## src/rtl/dds_spi_slave.sv

```systemverilog
// DDS SPI register responder: oversamples SCLK/CS/SDIO/SYNCIO/IO_UPDATE and decodes writes into shadow/active banks.
// Latency: 3 clk from pin to event, wr_stb/upd_stb 4 clk after the pin edge, rd_data combinational.
// Backpressure: none; SDO readback is built only when DDS_SPI_READBACK_EN is defined.
module dds_spi_slave #(
    parameter int NREG = 8,
    parameter int AW   = 3
) (
    input  logic          clk,
    input  logic          rst,
    input  logic          SCLK,
    input  logic          CS,
    input  logic          SDIO,
    input  logic          SYNCIO,
    input  logic          IO_UPDATE,
    output logic          SDO,
    input  logic [AW-1:0] rd_sel,
    output logic [31:0]   rd_data,
    output logic          wr_stb,
    output logic [AW-1:0] wr_addr,
    output logic          upd_stb,
    output logic          err_stb
);
    typedef enum logic {IDLE, DATA} state_t;

    // Pin order {IO_UPDATE, SYNCIO, SDIO, CS, SCLK}. Reset levels keep reset release from faking
    // an IO_UPDATE/SCLK rise or a CS fall when those pins are already active.
    localparam logic [4:0] PIN_RST = 5'b10001;

    logic [4:0]    sync1_q, sync1_d, sync2_q, sync2_d, lvl_q, lvl_d;
    logic          sclk_rise_q, sclk_rise_d, sclk_fall_q, sclk_fall_d;
    logic          cs_rise_q, cs_rise_d, cs_fall_q, cs_fall_d;
    logic          upd_rise_q, upd_rise_d;
    logic          cs_lo, sdio_s, syncio_hi;

    state_t        state_q, state_d;
    logic [2:0]    bit_cnt_q, bit_cnt_d;
    logic [2:0]    byte_cnt_q, byte_cnt_d;
    logic [7:0]    shreg_q, shreg_d;
    logic          rnw_q, rnw_d;
    logic          armed_q, armed_d;
    logic [4:0]    addr_q, addr_d;
    logic [31:0]   wdata_q, wdata_d;
    logic [AW-1:0] wr_addr_q, wr_addr_d;
    logic          wr_stb_q, wr_stb_d;
    logic          upd_stb_q, upd_stb_d;
    logic          err_stb_q, err_stb_d;
    logic [31:0]   shadow_q [NREG];
    logic [31:0]   shadow_d [NREG];
    logic [31:0]   active_q [NREG];
    logic [31:0]   active_d [NREG];

    logic [7:0]    new_byte;
    logic [31:0]   new_word;
    logic          addr_ok;
    logic          unused_sig;

`ifdef DDS_SPI_READBACK_EN
    logic [31:0]   rd_sh_q, rd_sh_d;
    logic          sdo_q, sdo_d;
    logic [31:0]   rd_word;
`endif

    always_comb begin
        sync1_d     = {IO_UPDATE, SYNCIO, SDIO, CS, SCLK};
        sync2_d     = sync1_q;
        lvl_d       = sync2_q;
        sclk_rise_d =  sync2_q[0] & ~lvl_q[0];
        sclk_fall_d = ~sync2_q[0] &  lvl_q[0];
        cs_rise_d   =  sync2_q[1] & ~lvl_q[1];
        cs_fall_d   = ~sync2_q[1] &  lvl_q[1];
        upd_rise_d  =  sync2_q[4] & ~lvl_q[4];
    end

    // Levels come from the edge register so they line up with the registered event flags.
    assign cs_lo     = ~lvl_q[1];
    assign sdio_s    = lvl_q[2];
    assign syncio_hi = lvl_q[3];

    assign new_byte = {shreg_q[6:0], sdio_s};
    assign new_word = {wdata_q[23:0], new_byte};
    assign addr_ok  = (32'(addr_q) < 32'(NREG));

    always_comb begin
        state_d    = state_q;
        bit_cnt_d  = bit_cnt_q;
        byte_cnt_d = byte_cnt_q;
        shreg_d    = shreg_q;
        rnw_d      = rnw_q;
        armed_d    = armed_q;
        addr_d     = addr_q;
        wdata_d    = wdata_q;
        wr_addr_d  = wr_addr_q;
        wr_stb_d   = 1'b0;
        upd_stb_d  = 1'b0;
        err_stb_d  = 1'b0;
        shadow_d   = shadow_q;
        active_d   = active_q;
`ifdef DDS_SPI_READBACK_EN
        rd_sh_d    = rd_sh_q;
        sdo_d      = sdo_q;
        rd_word    = (32'(new_byte[4:0]) < 32'(NREG)) ? active_q[new_byte[AW-1:0]] : 32'd0;
`endif

        // Bits are only accepted once a CS fall has been seen since reset.
        if (cs_fall_q) begin
            armed_d = 1'b1;
        end

        if (syncio_hi) begin
            state_d    = IDLE;
            bit_cnt_d  = 3'd0;
            byte_cnt_d = 3'd0;
            shreg_d    = 8'd0;
`ifdef DDS_SPI_READBACK_EN
            sdo_d      = 1'b0;
`endif
        end else if (cs_rise_q) begin
            if (bit_cnt_q != 3'd0) begin
                err_stb_d = 1'b1;
                bit_cnt_d = 3'd0;
            end
        end else if (sclk_rise_q && cs_lo && armed_q) begin
            shreg_d   = new_byte;
            bit_cnt_d = bit_cnt_q + 3'd1;
`ifdef DDS_SPI_READBACK_EN
            if (state_q == DATA && rnw_q) begin
                rd_sh_d = {rd_sh_q[30:0], 1'b0};
            end
`endif
            if (bit_cnt_q == 3'd7) begin
                case (state_q)
                    IDLE: begin
                        rnw_d      = new_byte[7];
                        addr_d     = new_byte[4:0];
                        state_d    = DATA;
                        byte_cnt_d = 3'd1;
`ifdef DDS_SPI_READBACK_EN
                        if (new_byte[7]) begin
                            rd_sh_d = rd_word;
                            sdo_d   = rd_word[31];
                        end
`endif
                    end
                    DATA: begin
                        wdata_d = new_word;
                        if (byte_cnt_q == 3'd4) begin
                            state_d    = IDLE;
                            byte_cnt_d = 3'd0;
`ifdef DDS_SPI_READBACK_EN
                            sdo_d      = 1'b0;
`endif
                            if (!rnw_q) begin
                                if (addr_ok) begin
                                    shadow_d[addr_q[AW-1:0]] = new_word;
                                    wr_stb_d  = 1'b1;
                                    wr_addr_d = addr_q[AW-1:0];
                                end else begin
                                    err_stb_d = 1'b1;
                                end
                            end
                        end else begin
                            byte_cnt_d = byte_cnt_q + 3'd1;
                        end
                    end
                    default: state_d = IDLE;
                endcase
            end
`ifdef DDS_SPI_READBACK_EN
        end else if (sclk_fall_q && cs_lo && state_q == DATA && rnw_q) begin
            sdo_d = rd_sh_q[31];
`endif
        end

        // Copy from shadow_d so a commit landing in the same clk reaches the active bank.
        if (upd_rise_q) begin
            active_d  = shadow_d;
            upd_stb_d = 1'b1;
        end
    end

    always_ff @(posedge clk) begin
        if (rst) begin
            sync1_q     <= PIN_RST;
            sync2_q     <= PIN_RST;
            lvl_q       <= PIN_RST;
            sclk_rise_q <= 1'b0;
            sclk_fall_q <= 1'b0;
            cs_rise_q   <= 1'b0;
            cs_fall_q   <= 1'b0;
            upd_rise_q  <= 1'b0;
            state_q     <= IDLE;
            bit_cnt_q   <= 3'd0;
            byte_cnt_q  <= 3'd0;
            shreg_q     <= 8'd0;
            rnw_q       <= 1'b0;
            armed_q     <= 1'b0;
            addr_q      <= 5'd0;
            wdata_q     <= 32'd0;
            wr_addr_q   <= '0;
            wr_stb_q    <= 1'b0;
            upd_stb_q   <= 1'b0;
            err_stb_q   <= 1'b0;
            for (int i = 0; i < NREG; i++) begin
                shadow_q[i] <= 32'd0;
                active_q[i] <= 32'd0;
            end
`ifdef DDS_SPI_READBACK_EN
            rd_sh_q     <= 32'd0;
            sdo_q       <= 1'b0;
`endif
        end else begin
            sync1_q     <= sync1_d;
            sync2_q     <= sync2_d;
            lvl_q       <= lvl_d;
            sclk_rise_q <= sclk_rise_d;
            sclk_fall_q <= sclk_fall_d;
            cs_rise_q   <= cs_rise_d;
            cs_fall_q   <= cs_fall_d;
            upd_rise_q  <= upd_rise_d;
            state_q     <= state_d;
            bit_cnt_q   <= bit_cnt_d;
            byte_cnt_q  <= byte_cnt_d;
            shreg_q     <= shreg_d;
            rnw_q       <= rnw_d;
            armed_q     <= armed_d;
            addr_q      <= addr_d;
            wdata_q     <= wdata_d;
            wr_addr_q   <= wr_addr_d;
            wr_stb_q    <= wr_stb_d;
            upd_stb_q   <= upd_stb_d;
            err_stb_q   <= err_stb_d;
            shadow_q    <= shadow_d;
            active_q    <= active_d;
`ifdef DDS_SPI_READBACK_EN
            rd_sh_q     <= rd_sh_d;
            sdo_q       <= sdo_d;
`endif
        end
    end

`ifdef DDS_SPI_READBACK_EN
    assign SDO        = sdo_q;
    assign unused_sig = ^{lvl_q[0], lvl_q[4], shreg_q[7]};
`else
    assign SDO        = 1'b0;
    assign unused_sig = ^{lvl_q[0], lvl_q[4], shreg_q[7], sclk_fall_q};
`endif

    assign rd_data = active_q[rd_sel];
    assign wr_stb  = wr_stb_q;
    assign wr_addr = wr_addr_q;
    assign upd_stb = upd_stb_q;
    assign err_stb = err_stb_q;

endmodule

```

## config.mk

```make
export PLATFORM = sky130hd
export DESIGN_NAME = dds_spi_slave
export DESIGN_NICKNAME = d
export VERILOG_FILES = /design/src/rtl/dds_spi_slave.sv
export SDC_FILE = /design/constraint.sdc
export NUM_CORES = 1
export LEC_CHECK = 0
export CAP_MARGIN = 10
export CORE_MARGIN = 8
export CORE_UTILIZATION = 35
export DETAILED_ROUTE_END_ITERATION = 7
export PLACE_DENSITY_LB_ADDON = 0.05
export REMOVE_ABC_BUFFERS = 1
export SLEW_MARGIN = 30
export SYNTH_ARGS = -nofsm -noshare
export SYNTH_HDL_FRONTEND = slang
export SYNTH_SLANG_ARGS = --single-unit
```

## constraint.sdc

```tcl
create_clock -name clk -period 3.35 [get_ports clk]
set_input_delay 0.5025 -clock clk [delete_from_list [all_inputs] [get_ports clk]]
set_output_delay 0.5025 -clock clk [all_outputs]
set_load 0.02 [all_outputs]
```

==> flow_summary_export.csv <==
group,metric,value,unit
run_status,status,"complete, no violations",
yosys,synth-edff-count,0,
clock_tree,clk_pin_slew,0.05,ns
critical_path,path_cells,"buf_4 -> buf_12 -> mux4_2 -> mux2_2 -> clkdlybuf4s50_1",
detailed_routing,first_pass_iters,5,
sta,setup_violations,0,
clock_tree,cts_tree,"built",
yosys,syn_area,22970,um^2
yosys,async_flop_share,0,
sta,min_period,2.944,ns
floorplan,fp-row-count,94,
sta,layout_worst_path_cycle_share,0.8787,
clock_tree,root_buffer,"clkbuf_16",
placed_design,hpwl,38930,um
detailed_routing,drtIter0Drc,1408,
clock_tree,clkSinkCount,582,
sta,slew_viol_final,0,
critical_path,cp.required,2.85,ns
clock_tree,clk_latency,0.59,ns
yosys,synthCells,2466,
final_layout,instances_no_fill,3278,
pwr,switchingPower,3.246,mW
critical_path,ff2ff_setup_slack,0.84,ns
clock_tree,cts_setup_buffers,0,
clock_tree,cts_resized,0,
sta,setup_tns,0,ns
placed_design,port_buffers,47,
floorplan,die_h,272.2,um
sta,tightest_slew,0.8733,ns
detailed_routing,routedWlPerCell,22.56,um
sta,final.setup.worst_slack,0.4062,ns
critical_path,critPathArrivalTime,2.44,ns
pwr,swShare,0.2191,
yosys,syn_area_per_cell,9.314,um^2
critical_path,reg2reg_to,"active_q[198]$_SDFFE_PP0P_",
worst_hold_path,hold_start,"lvl_q[4]$_SDFF_PP1_",
floorplan,start_util,0.3512,
sta,rsz0062_at_grt,"false",
grt,grt_max_degree,111,
critical_path,slowest_delay,0.56,ns
grt,grt_pass1_vias,18550,
grt,antenna_found_initial,1,
worst_hold_path,worstHoldEndpoint,"upd_rise_q$_SDFF_PP0_",
yosys,seq_area_frac_synth,0.5073,
clock_tree,cts.htree.levels,3,
yosys,synth_area_leader_cell,"dfxtp_1",
critical_path,crit_path_top_delay_cell,"clkdlybuf4s50_1",
final_layout,final_area,26390,um^2
yosys,ys_top_cells_by_count,"dfxtp_1, a21oi_1, nor2_1",
pwr,seq_power_share,0.475,
detailed_routing,vias_per_cell,5.782,
clock_tree,numCtsBuffers,68,
sta,maxSlewHeadroom,0.4178,
placed_design,placedCellCount,3164,
grt,overflow,0,
yosys,synth_cell_types,38,
worst_hold_path,min_path_cells,1,
sta,hold_viol_final,0,
detailed_routing,post-route-drc-count,0,
yosys,ys_warn_count,0,
sta,max_freq,339.7,MHz
pwr,p_clk_frac,0.493,
floorplan,dieWidth,272.2,um
floorplan,ios,49,
detailed_routing,num_vias,18950,
critical_path,crit_fanout,36,
sta,skew,0.01424,ns
final_layout,antenna_cells,0,
critical_path,crit_type,"in -> out",
floorplan,die-area,74080,um^2
final_layout,drive_above_1_share,0.1147,
pwr,intPower,11.57,mW
flow_run,cap_viol_max_count,0,
sta,hold_slack,0.3793,ns
critical_path,reg2regPathDepth,7,
placed_design,pre_cts_slack,0.3864,ns
yosys,synth_flop_cell,"dfxtp_1",
worst_hold_path,hold_path.class,"reg -> reg",
critical_path,cp_top_family,"buffers and inverters",
final_layout,nFillCells,6485,
final_layout,syn_to_final_growth,14.90,%
final_layout,final_nets,2385,
yosys,synth_area_leaders,"dfxtp_1, a311oi_1, a21oi_1",
pwr,pwr_density_cell,561.4,nW/um^2
critical_path,worst-path-buf-inv,3,
detailed_routing,finalWirelength,73950,um
pwr,leakage,8.174,nW
placed_design,post_dp_cell_area,24230,um^2
critical_path,end_kind,"output port",
clock_tree,clk_path_buf_depth,3,
placed_design,gp_congestion,0.7394,
yosys,synthDominantCellAreaShare,0.5073,
critical_path,worstSetupStartpointType,"input port",
grt,grt_util_all_layers,0.1950,
clock_tree,holdBufCountCts,0,
floorplan,design.core.area,65390,um^2
pwr,combPwrFrac,0.032,
yosys,synth.most_common_cell,"dfxtp_1",
detailed_routing,postRouteAntennaNets,0,
yosys,synth-seq-cells,582,
grt,grt_pass1_wl,114600,um
critical_path,reg2reg_from,"bit_cnt_q[1]$_SDFFE_PP0P_",
pwr,irDropWorstVdd,0.0002522,V
[power groups by stage]
stage / clock network, mW / registers, mW / logic (mW)
after global routing: 7.81 / 7.04 / 0.509
after detailed placement: 0 / 7.19 / 0.471
final: 7.31 / 7.04 / 0.468
after CTS: 7.50 / 7.04 / 0.472
after floorplan: 0 / 7.19 / 0.212
after global placement: 0 / 7.19 / 0.464
[cells in the final DEF, fill, tap and decap left out, types with 2 or more instances in the layout]
cell type	instances
a211oi_1	3
a21oi_1	296
a311oi_1	256
and2_1	2
and4_4	2
buf_12	33
buf_4	25
bufinv_16	4
clkbuf_1	19
clkbuf_16	71
clkbuf_8	10
clkdlybuf4s50_1	43
clkinv_2	9
dfxtp_1	580
ha_1	5
inv_1	6
mux2_2	32
mux2i_1	6
mux4_2	64
nand2_1	74
nand2b_2	5
nand3_1	259
nand4_1	3
nor2_1	270
nor2b_1	43
nor2b_4	2
nor3_1	3
nor3b_1	3
o21ai_0	249
o21ai_1	9
or2_2	8
or4_1	2
[metrics by stage]
stage                       util  power [mW]
after floorplan                -       7.401
after detailed placement  0.3705       7.662
after global placement    0.3705       7.657
after global routing      0.4036       15.36
final                     0.4036       14.82
after CTS                 0.4036       15.02
[kinds of logic (layout without fill, tap and decap cells)]
group                      count (synthesis)  in the layout  synth area share
and+or+nand+nor                          687            687            0.1367
other                                      1              1         0.0001633
AOI/OAI and AO/OA                        813            813            0.2193
muxes                                    102            102           0.08106
adders and majority gates                  5              5          0.002724
DFF                                      582            582            0.5073
buffers and inverters                    276            224           0.05273
[layer usage]
layer  GRT usage  routed length (um)  share of wire
met1      0.2733               35290           0.48
met2      0.3119               33760           0.46
met3     0.02859                3453          0.047
met4     0.05227                1441          0.019
met5           0                   0              0
[sequential cells by signal (all words and copies together), names as in the netlist]
register	cells
cs_rise_q	1
shadow_q	256
bit_cnt_q	3
lvl_q	5
sync1_q	5
addr_q	5
armed_q	1
err_stb	1
wr_stb	1
rnw_q	1
wdata_q	24
sclk_rise_q	1
upd_rise_q	1
lvl_d	5
upd_stb	1
active_q	256
state_q	1
shreg_q	7
cs_fall_q	1
wr_addr	3
byte_cnt_q	3
[cell type report]
cell class | instances | area [um^2] | area share
Inverter | 6 | 22.52 | 0.0008534
Sequential cell | 582 | 11660 | 0.4417
Clock inverter | 14 | 173.9 | 0.006590
Timing Repair Buffer | 104 | 1310 | 0.04964
Multi-Input combinational cell | 1608 | 10160 | 0.3850
Clock buffer | 100 | 1986 | 0.07524
Tap cell | 864 | 1081 | 0.04096
[worst max path at each step]
stage,start,endpoint,slack (ns),depth (start not counted)
global route,rd_sel[0],rd_data[5],0.32,5
floorplan,upd_rise_q$_SDFF_PP0_,active_q[0]$_SDFFE_PP0P_,-5.94,1
CTS,rd_sel[0],rd_data[4],0.38,5
global placement,rd_sel[0],rd_data[4],0.40,5
detailed placement,rd_sel[0],rd_data[4],0.39,5
finish,rd_sel[0],rd_data[4],0.41,5
Power figures use the tool's default switching activity.
